### src/rtl/fetch_unit_pkg.sv
// Shared definitions for the instruction-fetch stage: NOP encoding, reset PC and FSM states.
package fetch_unit_pkg;

    localparam logic [31:0] NOP_INST         = 32'h0000_0000;
    localparam logic [31:0] RESET_PC_DEFAULT = 32'h0000_0000;

    typedef enum logic [1:0] {
        StRun,
        StHold,
        StDrop
    } fetch_state_e;

    function automatic logic [31:0] word_align(input logic [31:0] addr);
        return addr & ~32'd3;
    endfunction

endpackage

### src/rtl/fetch_unit_if.sv
// Instruction-memory request/acknowledge bus between the fetch stage and instruction memory.
interface fetch_unit_if;

    logic        imem_req;
    logic [31:0] imem_addr;
    logic        imem_ack;
    logic [31:0] imem_rdata;

    modport master (
        output imem_req,
        output imem_addr,
        input  imem_ack,
        input  imem_rdata
    );

    modport slave (
        input  imem_req,
        input  imem_addr,
        output imem_ack,
        output imem_rdata
    );

endinterface

### src/rtl/fetch_unit_pc_reg.sv
// Program counter with synchronous reset; a target load takes priority over the +4 advance.
module fetch_unit_pc_reg #(
    parameter logic [31:0] RESET_PC = 32'h0000_0000
) (
    input  logic        clk,
    input  logic        rst,
    input  logic        load,
    input  logic [31:0] target,
    input  logic        advance,
    output logic [31:0] pc,
    output logic [31:0] pc_plus4
);

    logic [31:0] pc_q;

    always_ff @(posedge clk) begin
        if (rst) begin
            pc_q <= RESET_PC;
        end else if (load) begin
            pc_q <= target;
        end else if (advance) begin
            pc_q <= pc_plus4;
        end
    end

    assign pc       = pc_q;
    assign pc_plus4 = pc_q + 32'd4;

endmodule

### src/rtl/fetch_unit.sv
// MIPS instruction-fetch stage: PC sequencing, imem req/ack handshake, stall hold buffer and
// branch/jump redirect with discard of any wrong-path fetch still in flight.
module fetch_unit
    import fetch_unit_pkg::*;
#(
    parameter logic [31:0] RESET_PC = RESET_PC_DEFAULT
) (
    input  logic                clk,
    input  logic                rst,
    input  logic                stall,
    input  logic                branch_taken,
    input  logic [31:0]         branch_target,
    input  logic                jump,
    input  logic [31:0]         jump_target,
    fetch_unit_if.master        imem,
    output logic [31:0]         inst,
    output logic [31:0]         adder1,
    output logic                flush
);

    fetch_state_e state_q, state_d;

    logic [31:0] hold_inst_q, hold_inst_d;
    logic [31:0] hold_adder1_q, hold_adder1_d;
    logic        hold_valid_q, hold_valid_d;
    logic [31:0] drop_addr_q, drop_addr_d;

    logic [31:0] pc;
    logic [31:0] pc_plus4;
    logic        pc_load;
    logic        pc_advance;
    logic        redirect;
    logic [31:0] redirect_target;

    assign redirect        = branch_taken | jump;
    assign redirect_target = word_align(branch_taken ? branch_target : jump_target);

    fetch_unit_pc_reg #(
        .RESET_PC (RESET_PC)
    ) u_pc_reg (
        .clk      (clk),
        .rst      (rst),
        .load     (pc_load),
        .target   (redirect_target),
        .advance  (pc_advance),
        .pc       (pc),
        .pc_plus4 (pc_plus4)
    );

    always_comb begin
        state_d        = state_q;
        hold_inst_d    = hold_inst_q;
        hold_adder1_d  = hold_adder1_q;
        hold_valid_d   = hold_valid_q;
        drop_addr_d    = drop_addr_q;
        imem.imem_req  = 1'b0;
        imem.imem_addr = pc;
        inst           = NOP_INST;
        adder1         = 32'd0;
        flush          = 1'b0;
        pc_load        = 1'b0;
        pc_advance     = 1'b0;

        if (!rst) begin
            unique case (state_q)
                StRun: begin
                    imem.imem_req = 1'b1;
                    if (redirect) begin
                        flush        = 1'b1;
                        pc_load      = 1'b1;
                        hold_valid_d = 1'b0;
                        // Request cannot be withdrawn; remember where it went so it can be drained.
                        if (!imem.imem_ack) begin
                            state_d     = StDrop;
                            drop_addr_d = pc;
                        end
                    end else if (imem.imem_ack) begin
                        inst   = imem.imem_rdata;
                        adder1 = pc_plus4;
                        if (stall) begin
                            hold_inst_d   = imem.imem_rdata;
                            hold_adder1_d = pc_plus4;
                            hold_valid_d  = 1'b1;
                            state_d       = StHold;
                        end else begin
                            pc_advance = 1'b1;
                        end
                    end
                end
                StHold: begin
                    if (redirect) begin
                        flush        = 1'b1;
                        pc_load      = 1'b1;
                        hold_valid_d = 1'b0;
                        state_d      = StRun;
                    end else begin
                        if (hold_valid_q) begin
                            inst   = hold_inst_q;
                            adder1 = hold_adder1_q;
                        end
                        if (!stall) begin
                            pc_advance   = 1'b1;
                            hold_valid_d = 1'b0;
                            state_d      = StRun;
                        end
                    end
                end
                StDrop: begin
                    imem.imem_req  = 1'b1;
                    imem.imem_addr = drop_addr_q;
                    if (redirect) begin
                        flush        = 1'b1;
                        pc_load      = 1'b1;
                        hold_valid_d = 1'b0;
                    end
                    if (imem.imem_ack) begin
                        state_d = StRun;
                    end
                end
                default: state_d = StRun;
            endcase
        end
    end

    always_ff @(posedge clk) begin
        if (rst) begin
            state_q       <= StRun;
            hold_inst_q   <= NOP_INST;
            hold_adder1_q <= 32'd0;
            hold_valid_q  <= 1'b0;
            drop_addr_q   <= 32'd0;
        end else begin
            state_q       <= state_d;
            hold_inst_q   <= hold_inst_d;
            hold_adder1_q <= hold_adder1_d;
            hold_valid_q  <= hold_valid_d;
            drop_addr_q   <= drop_addr_d;
        end
    end

endmodule

### src/flat_wrapper.sv
// flat-port wrapper written by rule: the top's interface ports become plain ports
module fetch_unit_flat import fetch_unit_pkg::*;
#(
    parameter logic [31:0] RESET_PC = RESET_PC_DEFAULT
)
  (clk, rst, stall, branch_taken, branch_target, jump, jump_target, inst, adder1, flush, imem_imem_req, imem_imem_addr, imem_imem_ack, imem_imem_rdata);
  fetch_unit_if imem_i ();
  input  logic clk;
  input  logic rst;
  input  logic stall;
  input  logic branch_taken;
  input  logic [31:0] branch_target;
  input  logic jump;
  input  logic [31:0] jump_target;
  output logic [31:0] inst;
  output logic [31:0] adder1;
  output logic flush;
  output wire logic [$bits(imem_i.imem_req)-1:0] imem_imem_req;
  output wire logic [$bits(imem_i.imem_addr)-1:0] imem_imem_addr;
  input wire logic [$bits(imem_i.imem_ack)-1:0] imem_imem_ack;
  input wire logic [$bits(imem_i.imem_rdata)-1:0] imem_imem_rdata;
  assign imem_imem_req = imem_i.imem_req;
  assign imem_imem_addr = imem_i.imem_addr;
  assign imem_i.imem_ack = imem_imem_ack;
  assign imem_i.imem_rdata = imem_imem_rdata;
  fetch_unit #(.RESET_PC(RESET_PC)) u_core (.clk(clk), .rst(rst), .stall(stall), .branch_taken(branch_taken), .branch_target(branch_target), .jump(jump), .jump_target(jump_target), .imem(imem_i), .inst(inst), .adder1(adder1), .flush(flush));
endmodule
### config.mk
export PLATFORM = sky130hd
export DESIGN_NAME = fetch_unit_flat
export DESIGN_NICKNAME = d
export VERILOG_FILES = /design/src/rtl/fetch_unit_pkg.sv /design/src/rtl/fetch_unit_if.sv /design/src/rtl/fetch_unit_pc_reg.sv /design/src/rtl/fetch_unit.sv /design/src/flat_wrapper.sv
export SDC_FILE = /design/constraint.sdc
export NUM_CORES = 1
export LEC_CHECK = 0
export BUFFER_PORTS_ARGS = -buffer_cell sky130_fd_sc_hd__clkbuf_2
export CORE_MARGIN = 1
export CORE_UTILIZATION = 45
export DETAILED_ROUTE_END_ITERATION = 6
export PLACE_DENSITY = 0.67
export SLEW_MARGIN = 20
export SYNTH_ARGS = -nofsm -noshare
export SYNTH_HDL_FRONTEND = slang
export SYNTH_SLANG_ARGS = --single-unit
### constraint.sdc
create_clock -name clk -period 2.7 [get_ports clk]
set_clock_uncertainty 0.2 [all_clocks]
set_input_delay 0.54 -clock clk [delete_from_list [all_inputs] [get_ports clk]]
set_output_delay 0.54 -clock clk [all_outputs]
set_load 0.01 [all_outputs]
== Yosys cells after proc, flatten, opt, wreduce, memory -nomap -nowiden ==
Index checks and enable logic that the tools add are counted.
Storage, ports and cells
  register bits after elaboration: 131
  bits of input ports: 102
  word-level logic and storage cells: 72
Cells by class
  $add $sub $neg: 1
  equality and inequality tests: 8
  muxes and demuxes: 43
  bitwise gates (word level): 3
  reductions and logical operators: 10
Operators with widths (count)
  $mux 32: 15
  $pmux 32 s2: 2
  $add 32x3->32 const B: 1
  $mux 1: 16
  $mux 2: 7
  $reduce_and 5->1: 2
  $ne 3x2->1 const B: 3
  $pmux 2 s3: 1
  $reduce_and 4->1: 1
  $reduce_or 2->1: 2
  $ne 3x3->1 const B: 1
  $pmux 1 s3: 1
  $reduce_and 3->1: 1
  $reduce_bool 3->1: 1
  $reduce_or 3->1: 1
  $eq 2x1->1 const B: 1
  $eq 2x2->1 const B: 1
  $logic_not 2->1: 1
  $ne 2x1->1 const B: 1
  $ne 2x2->1 const B: 1
  $not 1->1: 2
  $pmux 1 s2: 1
  $reduce_bool 2->1: 1
  $or 1x1->1: 1

== Longest topological paths before layout ==
  depth after elaboration: 7
  depth in mapped cells: 10
  gate-level depth less buffers: 7

== Cells and area by module ==
A second synthesis with hierarchy kept.
Unflattened totals
  cells, all modules: 995
  area, all modules: 7787.5 um^2
By module, submodules not included
  fetch_unit: instances 1, cells each 700, area each 5487.8 um^2, seq. area each 1981.9 um^2
  fetch_unit_pc_reg: instances 1, cells each 295, area each 2299.7 um^2, seq. area each 640.6 um^2

== Least setup slack after synthesis ==
No wires, ideal clock.
  path kind: reg-to-output
  from: reg u_core.u_pc_reg.pc_q[3], in the netlist u_core.u_pc_reg.pc[3]
  to: out adder1[16]
  data arrival time: 1.992 ns
  setup slack: -0.032 ns
  stages on the path, launching flop included: 7
  path buffers: 0
  path through: dfxtp_1 ha_1 nand2_1 nor4_1 nand4_1 xor2_1 o21ai_0
On the way
  cells in the longest elaborated chain, start to end: 5
Ends and longest elaborated chain
  start, declared: RTL line fetch_unit_pc_reg.sv:14  | logic [31:0] pc_q;
  start signal, assigned: RTL line fetch_unit_pc_reg.sv:20  | pc_q <= target;
  start signal, assigned: RTL line fetch_unit_pc_reg.sv:22  | pc_q <= pc_plus4;
  $add 32x3->32: RTL line fetch_unit_pc_reg.sv:27  | assign pc_plus4 = pc_q + 32'd4;
  $mux 32: RTL line fetch_unit.sv:77  | end else if (imem.imem_ack) begin
  $mux 32: RTL line fetch_unit.sv:68  | if (redirect) begin
  $pmux 32 s2: RTL line fetch_unit.sv:65  | unique case (state_q)
  $mux 32: RTL line fetch_unit.sv:64  | if (!rst) begin
  end, declared: RTL line flat_wrapper.sv:16  | output logic [31:0] adder1;
No other way between the ends.

== Final worst setup path ==
  from: reg u_core.u_pc_reg.pc_q[16], in the netlist u_core.u_pc_reg.pc[16]
  to: out adder1[26]
Same word-level chain as after synthesis.

==> flow_summary_export.csv <==
group,metric,value,unit
synthesis,synth-main-ff-cell,"dfxtp_1",
finish,fill_cells,1141,
setup_path,r2r_end,"u_core.u_pc_reg.pc[20]",
setup_path,r2r_cells,9,
sta,fin_crit_sh,108.8,%
power_and_ir_drop,power_frac_comb,19.1,%
cts,path_clk_slew,60,ps
status,outcome,"finished with violations",
global_routing,antenna_found_initial,0,
detailed_routing,vias,7966,
power_and_ir_drop,switching_power,0.001479,W
synthesis,ys_top_cells_by_area,"dfxtp_1 36%, nand2_1 9.6%, a21oi_1 7.0%",
setup_path,reg2reg_setup_slack,200,ps
setup_path,crit_fanout,5,
setup_path,path_class,"reg -> out",
detailed_routing,drt_iter0_markers,634,
finish,syn_to_final_growth,54.92,%
synthesis,synth.top_cell.area_share,35.95,%
power_and_ir_drop,peakVddDrop,0.0005205,V
synthesis,synth_most_common_cell,"nand2_1",
setup_path,start_kind,"flop",
sta,worst_pin_slew,680.2,ps
hold_path,hold_depth,3,
sta,min_period,2937,ps
sta,final_max_slew_viol_count,0,
finish,n_antenna_cell,0,
sta,rsz0062_at_grt,"true",
cts,cts_tree,"done",
place,place_congestion,0.9238,
cts,clock_path_buffers,2,
hold_path,hold_path.class,"in -> reg",
sta,max_freq,340.4,MHz
detailed_routing,routedWlPerCell,18.52,um
sta,hold_violations,0,
setup_path,critPathLaunch,"u_core.u_pc_reg.pc[16]",
power_and_ir_drop,p_int,0.003920,W
synthesis,netlist_area,0.006960,mm^2
finish,utilization,71.19,%
setup_path,cp.required,1960,ps
cts,clockRootBuffer,"clkbuf_16",
global_routing,grt_first_pass_wirelength,36.16,mm
synthesis,seq_area_frac_synth,35.95,%
global_routing,grt_pass1_vias,7045,
finish,design_area,0.01078,mm^2
detailed_routing,first_pass_iters,5,
status,violations,"negative setup slack",
sta,tns,-2435,ps
cts,clock-sinks,125,
floorplan,die_h,126.4,um
detailed_routing,vias_per_cell,5.735,
finish,fin_nets,1296,
place,dpl-instance-area,0.008441,mm^2
synthesis,synth_largest_area_cell,"dfxtp_1",
sta,relSlewSlack,54.65,%
floorplan,dieArea,0.01597,mm^2
place,placedCellCount,1293,
finish,drive_gt1_share,43.80,%
synthesis,synth_cells,926,
synthesis,synth_cell_types,51,
floorplan,floorplan.initialDensity,45.96,%
cts,cts_hold_buf,0,
power_and_ir_drop,p_clk_share,44.1,%
cts,h-tree-depth,4,
sta,timing.final.ws_setup,-237.3,ps
detailed_routing,drc,0,
cts,clkLatencyLatePin,430,ps
setup_path,worstSetupEndpoint,"adder1[26]",
synthesis,yosysWarnings,0,
synthesis,synth_async_sr_flop_share,0,%
place,port-buffer-count,191,
finish,finalNonFillerCells,1389,
setup_path,reg2reg_from,"u_core.state_q[0]",
run,drv_cap,0,
setup_path,end_kind,"primary output",
floorplan,ioPinCount,200,
floorplan,row_count,45,
global_routing,grt_util_all_layers,28.97,%
detailed_routing,postRouteAntennaNets,0,
synthesis,synth-seq-cells,125,
power_and_ir_drop,p_sw_share,27.39,%
power_and_ir_drop,powerDensity,500.7,mW/mm^2
floorplan,die_x,126.4,um
synthesis,synth_edf_count,0,
sta,setup_viol,36,
setup_path,crit_arrival,2200,ps
synthesis,synth_common_cells,"178 x nand2_1, 125 x dfxtp_1, 121 x nor2_1, 97 x a21oi_1, 65 x clkbuf_1",
global_routing,grt-ovfl-total,0,
cts,cts_buffers,17,
detailed_routing,drt-total-wl,25.73,mm
power_and_ir_drop,total_leakage_power,4.517,nW
synthesis,synth.avg_cell_area,7.517,um^2
place,dp_hpwl,15.05,mm
power_and_ir_drop,seqPwrFrac,36.8,%
global_routing,grt_max_degree,70,
floorplan,design.core.area,0.01515,mm^2
-- logic make-up after synthesis --
family                     Yosys count  synth area share, %
and+or+nand+nor                    376                23.42
AOI/OAI and AO/OA                  229                20.53
DFF                                125                35.95
buffers and inverters              100                6.130
muxes                               62                9.491
xor gates and xnor gates            28                3.523
adders and majority gates            5               0.8988
other                                1              0.05388
-- worst max-delay path: stages, from the launching register on --
cell and delay (ps):
dfxtp_2 330, nand4_1 170, buf_6 200, nor4_4 210
buf_4 190, nand4_1 160, xor2_2 210, o21ai_1 150
buf_2 150
-- timing repair --
| item | 4_1_cts | 5_1_grt |
|---|---|---|
| setup endpoints to repair | 91 | 91 |
| gates cloned | 4 | 8 |
| setup buffers | 38 | 19 |
| gates resized for setup | 144 | 181 |
| pin swaps | 33 | 33 |
-- placed cells by master, fill, tap and decap left out, drive strengths merged, types with 8 or more instances in the layout --
cell type and count:
dfxtp 125, mux2 32, nand4 14, nor2 122, mux2i 30, nand3 20, a21oi 97, nor4 8
buf 213, inv 8, clkbuf 141, a211oi 20, nand2 178, nor3 13, a22oi 41, xor2 22
o21ai 34
-- power groups by stage --
stage	sequential [W]	combinational, W	clock, W
floorplan	0.00200	0.000462	0
global placement	0.00201	0.000773	0
detailed placement	0.00201	0.000782	0
CTS	0.00198	0.000882	0.00238
global route	0.00199	0.00109	0.00247
finish	0.00199	0.00103	0.00238
-- layout make-up --
class | instances | area [um^2] | area share (%)
well taps | 188 | 235.2 | 2.181
multi-input cells | 704 | 4835 | 44.84
flip-flops and latches | 125 | 2540 | 23.56
clock buffers | 21 | 470.5 | 4.363
clock inverters | 10 | 138.9 | 1.288
repair buffers | 333 | 2526 | 23.43
inverters | 8 | 37.54 | 0.3481
-- metal layers --
| metal | vias up | track usage (%) | share of wire (%) |
|---|---|---|---|
| li1 | 3745 | - | - |
| met1 | 3784 | 35.70 | 41 |
| met2 | 367 | 48.55 | 48 |
| met3 | 70 | 5.272 | 6.7 |
| met4 | 0 | 14.74 | 4.2 |
| met5 | - | 0 | 0 |
-- per-stage QoR --
step,setup slack (ps),power (W),hold WS [ps]
final,-237.3,0.005399,151.2
after global routing,-323.9,0.005562,151.6
after CTS,-151.2,0.005247,137.5
after detailed placement,48.80,0.002794,244.4
after global placement,25.83,0.002783,238.3
after floorplan,23.74,0.002463,232.9
-- sequential cells by signal, indices dropped and copies added (netlist names) --
register,cells
u_core.state_q,2
u_core.hold_inst_q,32
u_core.drop_addr_q,30
u_core.hold_adder1_q,30
u_core.u_pc_reg.pc,30
u_core.hold_valid_q,1
-- worst min path at each step --
| stage | slack [ps] | from | endpoint |
|---|---|---|---|
| 6_report | 150 | imem_imem_rdata[19] | u_core.hold_inst_q[19] |
| 5_1_grt | 150 | imem_imem_rdata[11] | u_core.hold_inst_q[11] |
| 4_1_cts | 140 | imem_imem_rdata[19] | u_core.hold_inst_q[19] |
| 3_5_place_dp | 240 | u_core.drop_addr_q[26] | u_core.drop_addr_q[26] |
| 3_3_place_gp | 240 | u_core.drop_addr_q[19] | u_core.drop_addr_q[19] |
| 2_1_floorplan | 230 | u_core.drop_addr_q[10] | u_core.drop_addr_q[10] |
(Power assumes the default switching activity.)
